[src/rtl/uart_msg_arbiter.sv]
// uart_msg_arbiter: packet-level round-robin arbiter that shares one byte-wide
// UART transmitter between NUM_REQ message sources. A requester owns the
// transmitter for a whole message; ownership rotates between messages and a
// watchdog releases the channel when either side stops making progress.
module uart_msg_arbiter #(
  parameter int unsigned NUM_REQ        = 2,
  parameter int unsigned TIMEOUT_CYCLES = 1_000_000
) (
  input  logic                   clk,
  input  logic                   reset_n,
  input  logic                   uart_enable,
  input  logic [NUM_REQ-1:0]     req_valid,
  input  logic [8*NUM_REQ-1:0]   req_data,
  input  logic [NUM_REQ-1:0]     req_last,
  output logic [NUM_REQ-1:0]     req_ready,
  output logic [NUM_REQ-1:0]     grant,
  output logic [7:0]             tx_byte,
  output logic                   tx_start,
  input  logic                   tx_busy,
  input  logic                   tx_done,
  output logic                   timeout_err
);

  localparam int unsigned IDXW = (NUM_REQ > 1) ? $clog2(NUM_REQ) : 1;
  localparam int unsigned WDW  = (TIMEOUT_CYCLES > 2) ? $clog2(TIMEOUT_CYCLES) : 1;
  localparam logic [WDW-1:0] WD_LIMIT = WDW'(TIMEOUT_CYCLES - 1);

  typedef enum logic [1:0] {
    ST_IDLE = 2'd0,
    ST_SEND = 2'd1,
    ST_WAIT = 2'd2
  } state_e;

  state_e              state_q, state_d;
  logic [NUM_REQ-1:0]  grant_q, grant_d;
  logic [NUM_REQ-1:0]  req_ready_q, req_ready_d;
  logic [7:0]          tx_byte_q, tx_byte_d;
  logic                tx_start_q, tx_start_d;
  logic                timeout_err_q, timeout_err_d;
  logic                last_flag_q, last_flag_d;
  logic [IDXW-1:0]     owner_q, owner_d;
  logic [IDXW-1:0]     last_owner_q, last_owner_d;
  logic [WDW-1:0]      wd_q, wd_d;

  logic [IDXW-1:0]     arb_idx_c;
  logic                arb_hit_c;
  int unsigned         arb_cand_c;
  logic                arb_go_c;
  logic                owner_valid_c;
  logic                owner_last_c;
  logic [7:0]          lane_byte_c;
  logic [NUM_REQ-1:0]  owner_onehot_c;
  logic                wd_expire_c;

  // Round-robin search: first valid requester after the previous owner
  always_comb begin
    arb_idx_c  = '0;
    arb_hit_c  = 1'b0;
    arb_cand_c = 0;
    for (int unsigned k = 1; k <= NUM_REQ; k++) begin
      arb_cand_c = 32'(last_owner_q) + k;
      if (arb_cand_c >= NUM_REQ) arb_cand_c = arb_cand_c - NUM_REQ;
      if (!arb_hit_c && req_valid[IDXW'(arb_cand_c)]) begin
        arb_hit_c = 1'b1;
        arb_idx_c = IDXW'(arb_cand_c);
      end
    end
  end

  assign arb_go_c       = uart_enable && !tx_busy && arb_hit_c;
  assign owner_valid_c  = req_valid[owner_q];
  assign owner_last_c   = req_last[owner_q];
  assign lane_byte_c    = req_data[{owner_q, 3'b000} +: 8];
  assign owner_onehot_c = NUM_REQ'(1) << owner_q;
  assign wd_expire_c    = (wd_q == WD_LIMIT);

  // State register
  always_ff @(posedge clk or negedge reset_n) begin
    if (!reset_n) state_q <= ST_IDLE;
    else          state_q <= state_d;
  end

  // Next-state logic; a tx_done in WAIT counts as progress ahead of the watchdog
  always_comb begin
    state_d = state_q;
    case (state_q)
      ST_IDLE: if (arb_go_c) state_d = ST_SEND;
      ST_SEND: begin
        if (!uart_enable)       state_d = ST_IDLE;
        else if (owner_valid_c) state_d = ST_WAIT;
        else if (wd_expire_c)   state_d = ST_IDLE;
      end
      ST_WAIT: begin
        if (tx_done)          state_d = last_flag_q ? ST_IDLE : ST_SEND;
        else if (wd_expire_c) state_d = ST_IDLE;
      end
      default: state_d = ST_IDLE;
    endcase
  end

  // Output/datapath next values: grant, byte capture, pulses, rotation, watchdog
  always_comb begin
    grant_d       = grant_q;
    owner_d       = owner_q;
    last_owner_d  = last_owner_q;
    tx_byte_d     = tx_byte_q;
    last_flag_d   = last_flag_q;
    tx_start_d    = 1'b0;
    req_ready_d   = '0;
    timeout_err_d = 1'b0;
    wd_d          = wd_q;

    case (state_q)
      ST_IDLE: begin
        if (arb_go_c) begin
          owner_d = arb_idx_c;
          grant_d = NUM_REQ'(1) << arb_idx_c;
        end
      end
      ST_SEND: begin
        if (!uart_enable) begin
          grant_d = '0;
        end else if (owner_valid_c) begin
          tx_byte_d   = lane_byte_c;
          last_flag_d = owner_last_c;
          tx_start_d  = 1'b1;
          req_ready_d = owner_onehot_c;
        end else if (wd_expire_c) begin
          timeout_err_d = 1'b1;
          grant_d       = '0;
          last_owner_d  = owner_q;
        end
      end
      ST_WAIT: begin
        if (tx_done) begin
          if (last_flag_q) begin
            grant_d      = '0;
            last_owner_d = owner_q;
          end
        end else if (wd_expire_c) begin
          timeout_err_d = 1'b1;
          grant_d       = '0;
          last_owner_d  = owner_q;
        end
      end
      default: grant_d = '0;
    endcase

    if ((state_d == ST_SEND || state_d == ST_WAIT) && state_d != state_q) begin
      wd_d = '0;
    end else if (state_q != ST_IDLE) begin
      wd_d = wd_q + WDW'(1);
    end
  end

  // Registered outputs and arbitration bookkeeping
  always_ff @(posedge clk or negedge reset_n) begin
    if (!reset_n) begin
      grant_q       <= '0;
      req_ready_q   <= '0;
      tx_byte_q     <= 8'h00;
      tx_start_q    <= 1'b0;
      timeout_err_q <= 1'b0;
      last_flag_q   <= 1'b0;
      owner_q       <= '0;
      last_owner_q  <= IDXW'(NUM_REQ - 1);
      wd_q          <= '0;
    end else begin
      grant_q       <= grant_d;
      req_ready_q   <= req_ready_d;
      tx_byte_q     <= tx_byte_d;
      tx_start_q    <= tx_start_d;
      timeout_err_q <= timeout_err_d;
      last_flag_q   <= last_flag_d;
      owner_q       <= owner_d;
      last_owner_q  <= last_owner_d;
      wd_q          <= wd_d;
    end
  end

  assign grant       = grant_q;
  assign req_ready   = req_ready_q;
  assign tx_byte     = tx_byte_q;
  assign tx_start    = tx_start_q;
  assign timeout_err = timeout_err_q;

endmodule

[config.mk]
export PLATFORM = sky130hd
export DESIGN_NAME = uart_msg_arbiter
export DESIGN_NICKNAME = d
export VERILOG_FILES = /design/src/rtl/uart_msg_arbiter.sv
export SDC_FILE = /design/constraint.sdc
export NUM_CORES = 1
export LEC_CHECK = 0
export BUFFER_PORTS_ARGS = -buffer_cell sky130_fd_sc_hd__buf_2
export CORE_MARGIN = 4
export CORE_UTILIZATION = 40
export DETAILED_ROUTE_END_ITERATION = 10
export GPL_ROUTABILITY_DRIVEN = 0
export PLACE_DENSITY_LB_ADDON = 0.2
export SYNTH_ARGS = -nofsm -noshare
export SYNTH_HDL_FRONTEND = slang
export SYNTH_SLANG_ARGS = --single-unit
[constraint.sdc]
create_clock -name clk -period 2.65 [get_ports clk]
set_input_delay 0.53 -clock clk [delete_from_list [all_inputs] [get_ports clk]]
set_output_delay 0.53 -clock clk [all_outputs]
set_load 0.02 [all_outputs]
Yosys cells after proc, flatten, opt, wreduce, memory -nomap -nowiden
Index checks and enable logic that the tools add are counted.
{"block": "op_classes", "add_sub_neg": 5, "mul": 0, "div_mod_pow": 0, "magnitude_cmp": 5, "eq_ne": 11, "shifts": 3, "muxes": 47, "bitwise_logic": 0, "reduce_logical": 15}
{"cell": "2-to-1 mux 20 bit", "n": 2}
{"cell": "2-to-1 mux 2 bit", "n": 14}
{"cell": "2-to-1 mux 1 bit", "n": 27}
{"cell": "adder 20 x 1 -> 20 bit (second input constant)", "n": 1}
{"cell": "equality test 20 bit (second input constant)", "n": 1}
{"cell": "variable part select 16 x 5 -> 8 bit", "n": 1}
{"cell": "one-hot mux 2 bit (3 select lines)", "n": 2}
{"cell": "less-than comparator 1 x 2 -> 1 bit (second input constant)", "n": 3}
{"cell": "inequality test 2 bit (second input constant)", "n": 3}
{"cell": "inequality test 3 bit (second input constant)", "n": 2}
{"cell": "AND reduction 3 bit", "n": 2}
{"cell": "nonzero test 2 bit", "n": 3}
{"cell": "equality test 2 x 1 -> 1 bit (second input constant)", "n": 2}
{"cell": "equality test 2 bit (second input constant)", "n": 2}
{"cell": "logical AND 1 bit", "n": 4}
{"cell": "one-hot mux 1 bit (2 select lines)", "n": 2}
{"cell": "AND reduction 4 bit", "n": 1}
{"cell": "<< shifter 1 x 1 -> 2 bit (first input constant)", "n": 2}
{"cell": "adder 1 x 2 -> 3 bit (second input constant)", "n": 1}
{"cell": ">= comparator 3 x 2 -> 1 bit (second input constant)", "n": 1}
{"cell": "adder 1 x 1 -> 2 bit (second input constant)", "n": 1}
{"cell": ">= comparator 2 bit (second input constant)", "n": 1}
{"cell": "logical NOT 1 bit", "n": 2}
{"cell": "logical NOT 2 bit", "n": 1}
{"cell": "4 further kinds", "n": 5}
{"block": "totals", "reg_bits": 39, "latch_bits": 0, "ramBits": 0, "mem_bits_ro": 0, "inputBits": 25, "output_inout_bits": 14, "wordCells": 96, "mem_count": 0}

Longest topological paths before layout
Gate-level depths: netlist (run 1).
{"block": "depth", "depth_word": 16, "mapped_depth": 9, "ltp_nobuf": 8}

Least setup slack after synthesis (run 1)
OpenSTA, ideal clock, no wires.
{"block": "synth_timing", "path_type": "reg-to-reg", "startpoint": "reg wd_q[7]", "endpoint": "reg wd_q[11]", "setup_time_ns": 0.119, "t_arrival_ns": 2.076, "required_ns": 2.531, "setup_slack_ns": 0.455, "stages_incl_launch_ff": 8, "path_buffers": 1, "synth_period_minus_slack_ns": 2.195, "path_cell_list": "dfrtp_1 or4_4 nor4_1 nand2_1 a211oi_2 mux2i_2 buf_6 nor2_2"}
{"block": "synth_via", "elab_chain_cells": 9, "elab_cells_between_ends": 15, "classes_between": "add/sub: 1; eq/ne: 4; mux: 7; reduce/logical: 3"}
{"item": "from (decl)", "line": "43", "text": "logic [WDW-1:0] wd_q, wd_d;"}
{"item": "from (signal assigned)", "line": "177", "text": "wd_q <= wd_d;"}
{"item": "equality test 20 bit", "line": "75", "text": "assign wd_expire_c = (wd_q == WD_LIMIT);"}
{"item": "2-to-1 mux 2 bit", "line": "91, 95"}
{"item": "2-to-1 mux 2 bit", "line": "90", "text": "else if (owner_valid_c) state_d = ST_WAIT;"}
{"item": "2-to-1 mux 2 bit", "line": "89", "text": "if (!uart_enable) state_d = ST_IDLE;"}
{"item": "one-hot mux 2 bit (3 select lines)", "line": "86", "text": "case (state_q)"}
{"item": "equality test 2 x 1 -> 1 bit or equality test 2 bit (tied branches)", "line": "149", "text": "if ((state_d == ST_SEND || state_d == ST_WAIT) && state_d != state_q) begin"}
{"item": "logical OR 1 bit", "line": "149"}
{"item": "logical AND 1 bit", "line": "149"}
{"item": "2-to-1 mux 20 bit or nonzero test 2 bit (tied branches)"}
Parallel ways exist; a longest one is shown, timed or not. The select of a mux whose other input is x is not followed.
A chain may end at the register's enable or synchronous reset.

Final worst setup path (run 1)
{"block": "layout_timing", "startpoint": "reg wd_q[7]", "endpoint": "reg wd_q[10]"}
Same word-level chain as after synthesis.

==> impl_metrics.csv, run 1 <==
group,metric,value,unit
setup_path,critical_path.endpoint_type,"flop",
die,rows,26,
die,start_util,41.3,%
clocking,clockBufferDepth,2,
routing,first_pass_iters,5,
die,die-area,0.00649,sq mm
synthesis,yosysUniqueCellTypes,45,
synthesis,synth_warnings,0,
synthesis,synthesis.instances,213,
timing,final_max_slew_viol_count,0,
power,p_seq_share,37.1,%
power,p_switching,0.000936,W
synthesis,synth_seq_area_share,46.4,%
clocking,path_clk_slew,70,ps
synthesis,ys_top_cells_by_count,"dfrtp_1 (38), nor2_1 (22), nor2_2 (20)",
clocking,clockRootBuffer,"clkbuf_8",
power,power_density,915,mW/mm^2
timing,maxSlewHeadroom,42.7,%
timing,tns,0,ps
power,leakage,1.11,nW
power,swShare,41.6,%
routing,routed_wl,4.17,mm
routing,dr.first_iter.drc_count,91,
timing,max_freq,0.405,GHz
routing,routed-via-count,1597,
die,io-pin-count,39,
clocking,clock_latency,290,ps
timing,setup_viol,0,
timing,clock_skew,2.89,ps
placement,dp_hpwl,3.15,mm
clocking,holdBufCountCts,0,
synthesis,ys_seq_elements,39,
finish,layout.filler_cells,501,
power,vdd_drop_max,480,uV
routing,post-route-drc-count,0,
setup_path,worstPathMaxFanout,20,
synthesis,async_flop_share,100,%
clocking,post_cts_resized,0,
synthesis,synth_area_leaders,"dfrtp_1 (45%), nor2_2 (5.9%), mux2i_1 (5.2%)",
power,internal_power,0.00131,W
finish,fin_nets,286,
die,core,0.00511,sq mm
clocking,cts.htree.levels,2,
finish,drive_gt1_share,31.9,%
power,clockPowerShare,16.9,%
global_route,grt_antenna_before_repair,0,
routing,wl_per_cell,12.7,um
placement,port_buffers,38,
synthesis,syn_nets,243,
global_route,grt_pass1_vias,1676,
die,die_height,80.6,um
clocking,cts_tree,"built",
routing,via_per_inst,4.88,
setup_path,crit_required,2820,ps
min_path,worstHoldPathType,"in2async",
synthesis,synth_area,0.00211,sq mm
synthesis,syn_area_per_cell,9.89,sq um
setup_path,crit_arrival,2640,ps
global_route,grt_max_degree,40,
clocking,post-cts-setup-buffers,0,
setup_path,startpoint_type,"flop",
run_status,outcome,"complete, no violations",
setup_path,crit_type,"reg2reg",
synthesis,synth_edf_count,0,
synthesis,yosysTopAreaCell,"dfrtp_1",
clocking,cts_sinks,39,
run,max_cap_violations,0,
finish,antenna_cells,0,
synthesis,ys.flop_type,"dfrtp_1",
die,dieWidth,80.6,um
finish,area_delta_synth_final,16.6,%
global_route,gr-total-overflow,0,
timing,fin_crit_sh,93.3,%
timing,hold_viol,0,
timing,worst_pin_slew,860,ps
global_route,grt_pass1_wl,7.48,mm
timing,rsz0062_at_grt,"no",
clocking,cts_buffers,5,
timing,holdWs,354,ps
timing,period_needed,2470,ps
global_route,track_usage,14.9,%
synthesis,yosysMostFrequentCell,"dfrtp_1",
finish,fin_util,48.1,%
power,comb_power_share,45.9,%
setup_path,r2r_cells,7,
routing,ant_nets,0,
synthesis,netlist.area_leader.share,45.1,%
==> placed cells by master (no fill, tap or decap), types with 2 or more instances in the layout <==
| cell | n |
|---|---|
| o21ai_0 | 4 |
| clkinv_2 | 3 |
| a21oi_1 | 12 |
| clkbuf_8 | 5 |
| buf_4 | 5 |
| nand4_1 | 4 |
| nor4_1 | 2 |
| xor2_1 | 11 |
| o31ai_1 | 2 |
| mux2i_1 | 11 |
| nor3_1 | 5 |
| buf_2 | 38 |
| ha_1 | 5 |
| nand3_1 | 8 |
| nor2_2 | 20 |
| inv_1 | 7 |
| dfrtp_1 | 38 |
| xnor2_1 | 8 |
| nand2b_1 | 2 |
| nand2_1 | 19 |
| nor2_1 | 22 |
| nor2b_1 | 2 |
==> path summary, 6_finish.rpt <==
check / slack [ps] / start / to
max: 180 / wd_q[7] / wd_q[10]
min: 350 / reset_n / tx_start
max reg2reg: 180 / wd_q[7] / wd_q[10]
min reg2reg: 500 / grant[1] / grant[1]
max in group asynchronous: 1760 / reset_n / wd_q[13]
min in group clk: 490 / req_valid[1] / req_ready[1]
==> cell type report <==
cell class	instances	area (sq um)	area share (%)
clock buffers	5	68.8	2.80
repair buffers	43	228	9.27
inverters	7	26.3	1.07
well taps	70	87.6	3.56
multi-input cells	160	1050	42.9
flip-flops and latches	39	977	39.8
clock inverters	3	15.0	0.611
==> registers in the layout, indices dropped and copies added (netlist names), 2 cells and up <==
register and count:
wd_q 20, grant 2, state_q 2, req_ready 2, tx_byte 8
==> worst max-delay path, cell delays in order, from the launching register on <==
cell and delay (ps):
dfrtp_1 420, or4_4 550, nor4_1 290, nand2_1 150, a211oi_2 290, mux2i_2 230, buf_4 340, nor2_2 80
==> per-layer routing <==
| metal | vias to the layer above | wire length (um) | global-route usage [%] |
|---|---|---|---|
| met1 | 747 | 1850 | 19.1 |
| met2 | 28 | 2070 | 24.6 |
| li1 | 812 | - | - |
| met5 | - | 0 | 0 |
| met4 | 0 | 94 | 6.42 |
| met3 | 10 | 155 | 2.69 |
==> power groups by stage <==
stage	sequential (W)	clock, W	combinational (W)
floorplan	0.000932	0	0.000738
global placement	0.000847	0	0.00104
finish	0.000835	0.000381	0.00103
CTS	0.000837	0.000399	0.00105
detailed placement	0.000846	0	0.00105
global route	0.000858	0.000424	0.00117
==> cells by family after synthesis <==
group                    share of synthesized area [%]
AO/OA/AOI/OAI                                     8.67
XOR/XNOR                                          7.90
adder cells (fa/ha/maj)                           2.97
buffers and inverters                             3.56
flip-flops                                        46.4
multiplexers                                      6.41
AND/OR/NAND/NOR                                   24.1
==> metrics by stage <==
| stage | total power [W] | setup slack, ps | instances | area [sq um] |
|---|---|---|---|---|
| after floorplan | 0.00167 | 455 | 213 | 2110 |
| after global placement | 0.00189 | 227 | 319 | 2370 |
| after detailed placement | 0.00189 | 175 | 319 | 2370 |
| after CTS | 0.00228 | 150 | 327 | 2460 |
| after global routing | 0.00245 | 26.8 | 327 | 2460 |
| final | 0.00225 | 179 | 327 | 2460 |
Note: power is estimated with default switching activity, not from simulation.
==> inputs of run 2 (changes only) <==
Settings changed: CORE_ASPECT_RATIO set to 1.75, SETUP_SLACK_MARGIN set to 0.05.
==> run 2 against run 1 <==
Die area increased by 0.71%. Hold slack got worse by 15 ps. Non-clock buffer count decreased by 1. Largest power group unchanged. Largest cell class unchanged. Global-route usage decreased by 0.14 points. Critical path type unchanged. Fmax increased by 1.2%. Sequential cell count unchanged.
==> impl_metrics.csv, run 2 (synthesis results as in run 1) <==
group,metric,value,unit
finish,top_register,"wd_q",
clocking,clockRootBuffer,"clkbuf_8",
die,dieWidth,62.9,um
routing,dr.first_iter.drc_count,22,
power,p_switching,0.000977,W
finish,final_cell_count_no_fill,310,
power,clockPowerShare,20.8,%
setup_path,crit_arrival,2620,ps
finish,antenna_cells,0,
timing,worst_pin_slew,878,ps
finish,area_delta_synth_final,16.9,%
min_path,worstHoldPathType,"in2async",
clocking,clock_latency,300,ps
die,die_height,104,um
placement,dp_cells,302,
routing,ant_nets,0,
routing,via_per_inst,5.32,
timing,max_freq,0.409,GHz
timing,period_needed,2440,ps
routing,routed-via-count,1650,
clocking,cts_buffers,5,
power,comb_power_share,44.4,%
die,core,0.00502,sq mm
finish,final_cell_mix,"dfrtp_1 (38), buf_2 (38), nor2_1 (22), nor2_2 (20), nand2_1 (19)",
clocking,cts_sinks,39,
routing,routed_wl,4.45,mm
placement,port_buffers,38,
clocking,path_clk_slew,90,ps
power,internal_power,0.00142,W
global_route,grt_max_degree,40,
power,swShare,40.7,%
setup_path,startpoint_type,"flop",
setup_path,critical_path.endpoint_type,"flop",
setup_path,worstPathMaxFanout,20,
timing,final_max_slew_viol_count,0,
run_status,outcome,"complete, no violations",
die,die-area,0.00654,sq mm
routing,first_pass_iters,4,
setup_path,crit_required,2830,ps
clocking,cts.htree.levels,2,
clocking,clockBufferDepth,2,
power,power_density,974,mW/mm^2
setup_path,crit_type,"reg2reg",
timing,clock_skew,12.8,ps
finish,drive_gt1_share,31.6,%
global_route,track_usage,14.8,%
clocking,holdBufCountCts,0,
global_route,grt_pass1_wl,7.77,mm
clocking,cts_tree,"built",
clocking,post-cts-setup-buffers,0,
global_route,gr-total-overflow,0,
die,io-pin-count,39,
clocking,post_cts_resized,0,
finish,fin_nets,285,
timing,tns,0,ps
power,p_seq_share,34.8,%
timing,setup_viol,0,
timing,rsz0062_at_grt,"no",
timing,maxSlewHeadroom,41.5,%
placement,dp_hpwl,3.36,mm
global_route,grt_antenna_before_repair,0,
routing,post-route-drc-count,0,
global_route,grt_pass1_vias,1672,
power,vdd_drop_max,414,uV
run,max_cap_violations,0,
die,rows,34,
timing,hold_viol,0,
routing,wl_per_cell,14.4,um
power,leakage,1.12,nW
timing,fin_crit_sh,92.2,%
die,start_util,42.0,%
setup_path,rrSetupSlack,210,ps
finish,largest_reg_flops,20,
## run 2: cell types whose count changed in the layout (fill, tap and decap cells not counted)
| cell | previous run | this run |
|---|---|---|
| buf_6 | 0 | 1 |
| bufinv_16 | 0 | 1 |
| clkinv_2 | 3 | 1 |
| buf_4 | 5 | 3 |
| clkinv_4 | 0 | 1 |
## run 2: power by group through the flow
stage / registers [W] / clock network (W) / logic, W
final: 0.000834 / 0.000500 / 0.00106
after floorplan: 0.000932 / 0 / 0.000738
after global placement: 0.000849 / 0 / 0.00105
after CTS: 0.000837 / 0.000517 / 0.00107
after detailed placement: 0.000847 / 0 / 0.00106
after global routing: 0.000857 / 0.000540 / 0.00118
## run 2: metrics by stage
step                      instance area [sq um]  hold WS (ps)  total power, W  setup slack [ps]  utilization, %
after CTS                                  2460           379         0.00243               115            49.0
final                                      2460           338         0.00240               207            49.1
after global placement                     2350           478         0.00190               218            46.7
after detailed placement                   2350           494         0.00191               175            46.7
after floorplan                            2110           234         0.00167               455               -
after global routing                       2460           415         0.00258              51.3            49.1
## run 2: path summary, 6_finish.rpt
path                              start           end  depth (start not counted)
max in group asynchronous       reset_n       wd_q[2]                          1
min reg2reg                    grant[1]      grant[1]                          1
max reg2reg                     wd_q[7]       wd_q[3]                          7
min in group clk           req_valid[1]  req_ready[1]                          3
max                             wd_q[7]       wd_q[3]                          7
min                             reset_n      tx_start                          1
## run 2: final cells by class
type,instances,area (sq um)
Clock buffer,5,68.8
Clock inverter,3,43.8
Fill cell,496,2560
Inverter,7,26.3
Multi-Input combinational cell,160,1050
Sequential cell,39,977
Tap cell,54,67.6
Timing Repair Buffer,42,224
## run 2: worst max-delay path, cell delays in order (launching register included)
cell and delay [ps]:
dfrtp_1 430, or4_4 550, nor4_1 280, nand2_1 160, a211oi_2 290, mux2i_2 260, buf_6 270, nor2_2 70
## run 2: per-layer routing
metal  up-vias  GRT usage [%]  wire length, um
li1        805              -                -
met3         8           2.92              158
met4         0           6.79              104
met1       803           15.9             1750
met2        34           27.0             2440
met5         -              0                0
==> inputs of run 3 (changes only) <==
Settings changed: CORE_MARGIN 4 to unset.
Clock period 2.65 ns to 2.76 ns, I/O delays scaled along.
==> run 3 against run 2 <==
The run now ends with DRC left. Fmax decreased by 3.6%. Hold slack better by 38 ps. Total power is 7.8% lower. Routed wire length down 4.0%. Critical endpoint is now wd_q[8]. Highest routed layer unchanged.
==> impl_metrics.csv, run 3 (synthesis results as in run 1) <==
group,metric,value,unit
run_status,outcome,"complete, but fails checks",
run_status,violations,"DRC",
timing,max_freq,0.395,GHz
finish,drive_gt1_share,31.0,%
setup_path,crit_arrival,2700,ps
global_route,grt_pass1_vias,1727,
routing,routed_wl,4.27,mm
placement,port_buffers,38,
die,die_height,98.0,um
global_route,busiest_layer,"met2",
timing,maxSlewHeadroom,42.3,%
timing,tns,0,ps
finish,final_cell_count_no_fill,309,
finish,layout.filler_cells,505,
power,total_power,0.00221,W
power,vdd_drop_max,547,uV
global_route,track_usage,17.7,%
routing,first_pass_iters,7,
clocking,cts_sinks,39,
timing,clock_skew,3.52,ps
finish,seq_area,977,sq um
routing,wl_per_cell,13.8,um
setup_path,startpoint_type,"flop",
placement,dp_hpwl,3.16,mm
global_route,grt_max_degree,40,
finish,final_cell_mix,"dfrtp_1 (38), buf_2 (38), nor2_1 (22), nor2_2 (20), nand2_1 (19)",
setup_path,critical_path.endpoint_type,"flop",
die,die-area,0.00557,sq mm
global_route,grt_use_met3,2.91,%
timing,setup_viol,0,
clocking,clockBufferDepth,2,
power,leakage,1.11,nW
timing,worst_pin_slew,866,ps
run,max_cap_violations,0,
timing,rsz0062_at_grt,"no",
routing,routed-via-count,1621,
clocking,holdBufCountCts,0,
finish,area_delta_synth_final,15.7,%
setup_path,slowest_stage,"or4_4",
routing,dr.first_iter.drc_count,32,
routing,ant_nets,0,
setup_path,crit_type,"reg2reg",
die,io-pin-count,39,
global_route,grt_pass1_wl,7.68,mm
timing,hold_viol,0,
die,rows,34,
clocking,cts_tree,"built",
clocking,cts.htree.levels,2,
clocking,post-cts-setup-buffers,0,
global_route,grt_antenna_before_repair,0,
finish,antenna_cells,0,
finish,multi_input_area,0.00105,sq mm
die,core,0.00502,sq mm
finish,fin_nets,284,
setup_path,critical-path-max-stage-delay,550,ps
clocking,clockRootBuffer,"clkbuf_8",
finish,largest_reg_flops,20,
die,dieWidth,56.9,um
clocking,path_clk_slew,70,ps
timing,holdWs,376,ps
setup_path,crit_buf_inv,1,
min_path,worstHoldPathType,"in2async",
clocking,clock_latency,290,ps
global_route,gr-usage-met1,18.3,%
timing,final_max_slew_viol_count,0,
setup_path,crit_required,2930,ps
placement,dp_cells,301,
routing,post-route-drc-count,2,
timing,fin_crit_sh,91.8,%
setup_path,worstPathCellList,"or4_4 -> nor4_1 -> nand2_1 -> a211oi_2 -> mux2i_2 -> buf_4 -> nor2_2",
die,start_util,42.0,%
setup_path,rrSetupSlack,230,ps
power,power_density,907,mW/mm^2
global_route,gr-total-overflow,0,
setup_path,worstPathMaxFanout,20,
global_route,met2_usage,33.1,%
clocking,post_cts_resized,0,
routing,via_per_inst,5.25,
setup_path,critical-path-top-delay-family,"simple AND/OR/NAND/NOR gates",
timing,period_needed,2530,ps
finish,top_register,"wd_q",
clocking,cts_buffers,5,
[run 3: metrics by stage]
stage	area [sq um]	worst slack (ps)	util, %
3_3_place_gp	2340	232	46.6
6_report	2440	226	48.6
2_1_floorplan	2110	565	-
4_1_cts	2440	224	48.6
5_1_grt	2440	97.5	48.6
3_5_place_dp	2340	245	46.6
[run 3: final timing paths]
check / depth (start not counted) / endpoint / start
worst max-delay path: 7 / wd_q[8] / wd_q[7]
worst min-delay path: 1 / wd_q[19] / reset_n
worst max register to register: 7 / wd_q[8] / wd_q[7]
worst min register to register: 1 / grant[1] / grant[1]
max in group asynchronous: 1 / owner_q / reset_n
min in group clk: 1 / grant[1] / grant[1]
[run 3: layout make-up]
| cell class | instances | area share (%) |
|---|---|---|
| clock buffers | 8 | 4.10 |
| inverters | 7 | 1.08 |
| multi-input cells | 160 | 43.3 |
| flip-flops and latches | 39 | 40.1 |
| well taps | 54 | 2.77 |
| repair buffers | 41 | 8.72 |
[run 3: metal layers]
metal	wire length [um]	up-vias
met4	116	0
li1	-	808
met3	118	10
met1	1650	772
met2	2380	31
met5	0	-
[run 3: where the power goes]
| group | internal [W] | switching (W) | total [W] |
|---|---|---|---|
| Combinational | 0.000364 | 0.000620 | 0.000983 |
| Clock | 0.000228 | 0.000195 | 0.000423 |
| Sequential | 0.000711 | 0.0000938 | 0.000805 |
[run 3: worst register-to-register path: stages, from the launching register on]
cell and delay (ps):
dfrtp_1 430, or4_4 550, nor4_1 290, nand2_1 150, a211oi_2 340, mux2i_2 240
buf_4 340, nor2_2 80
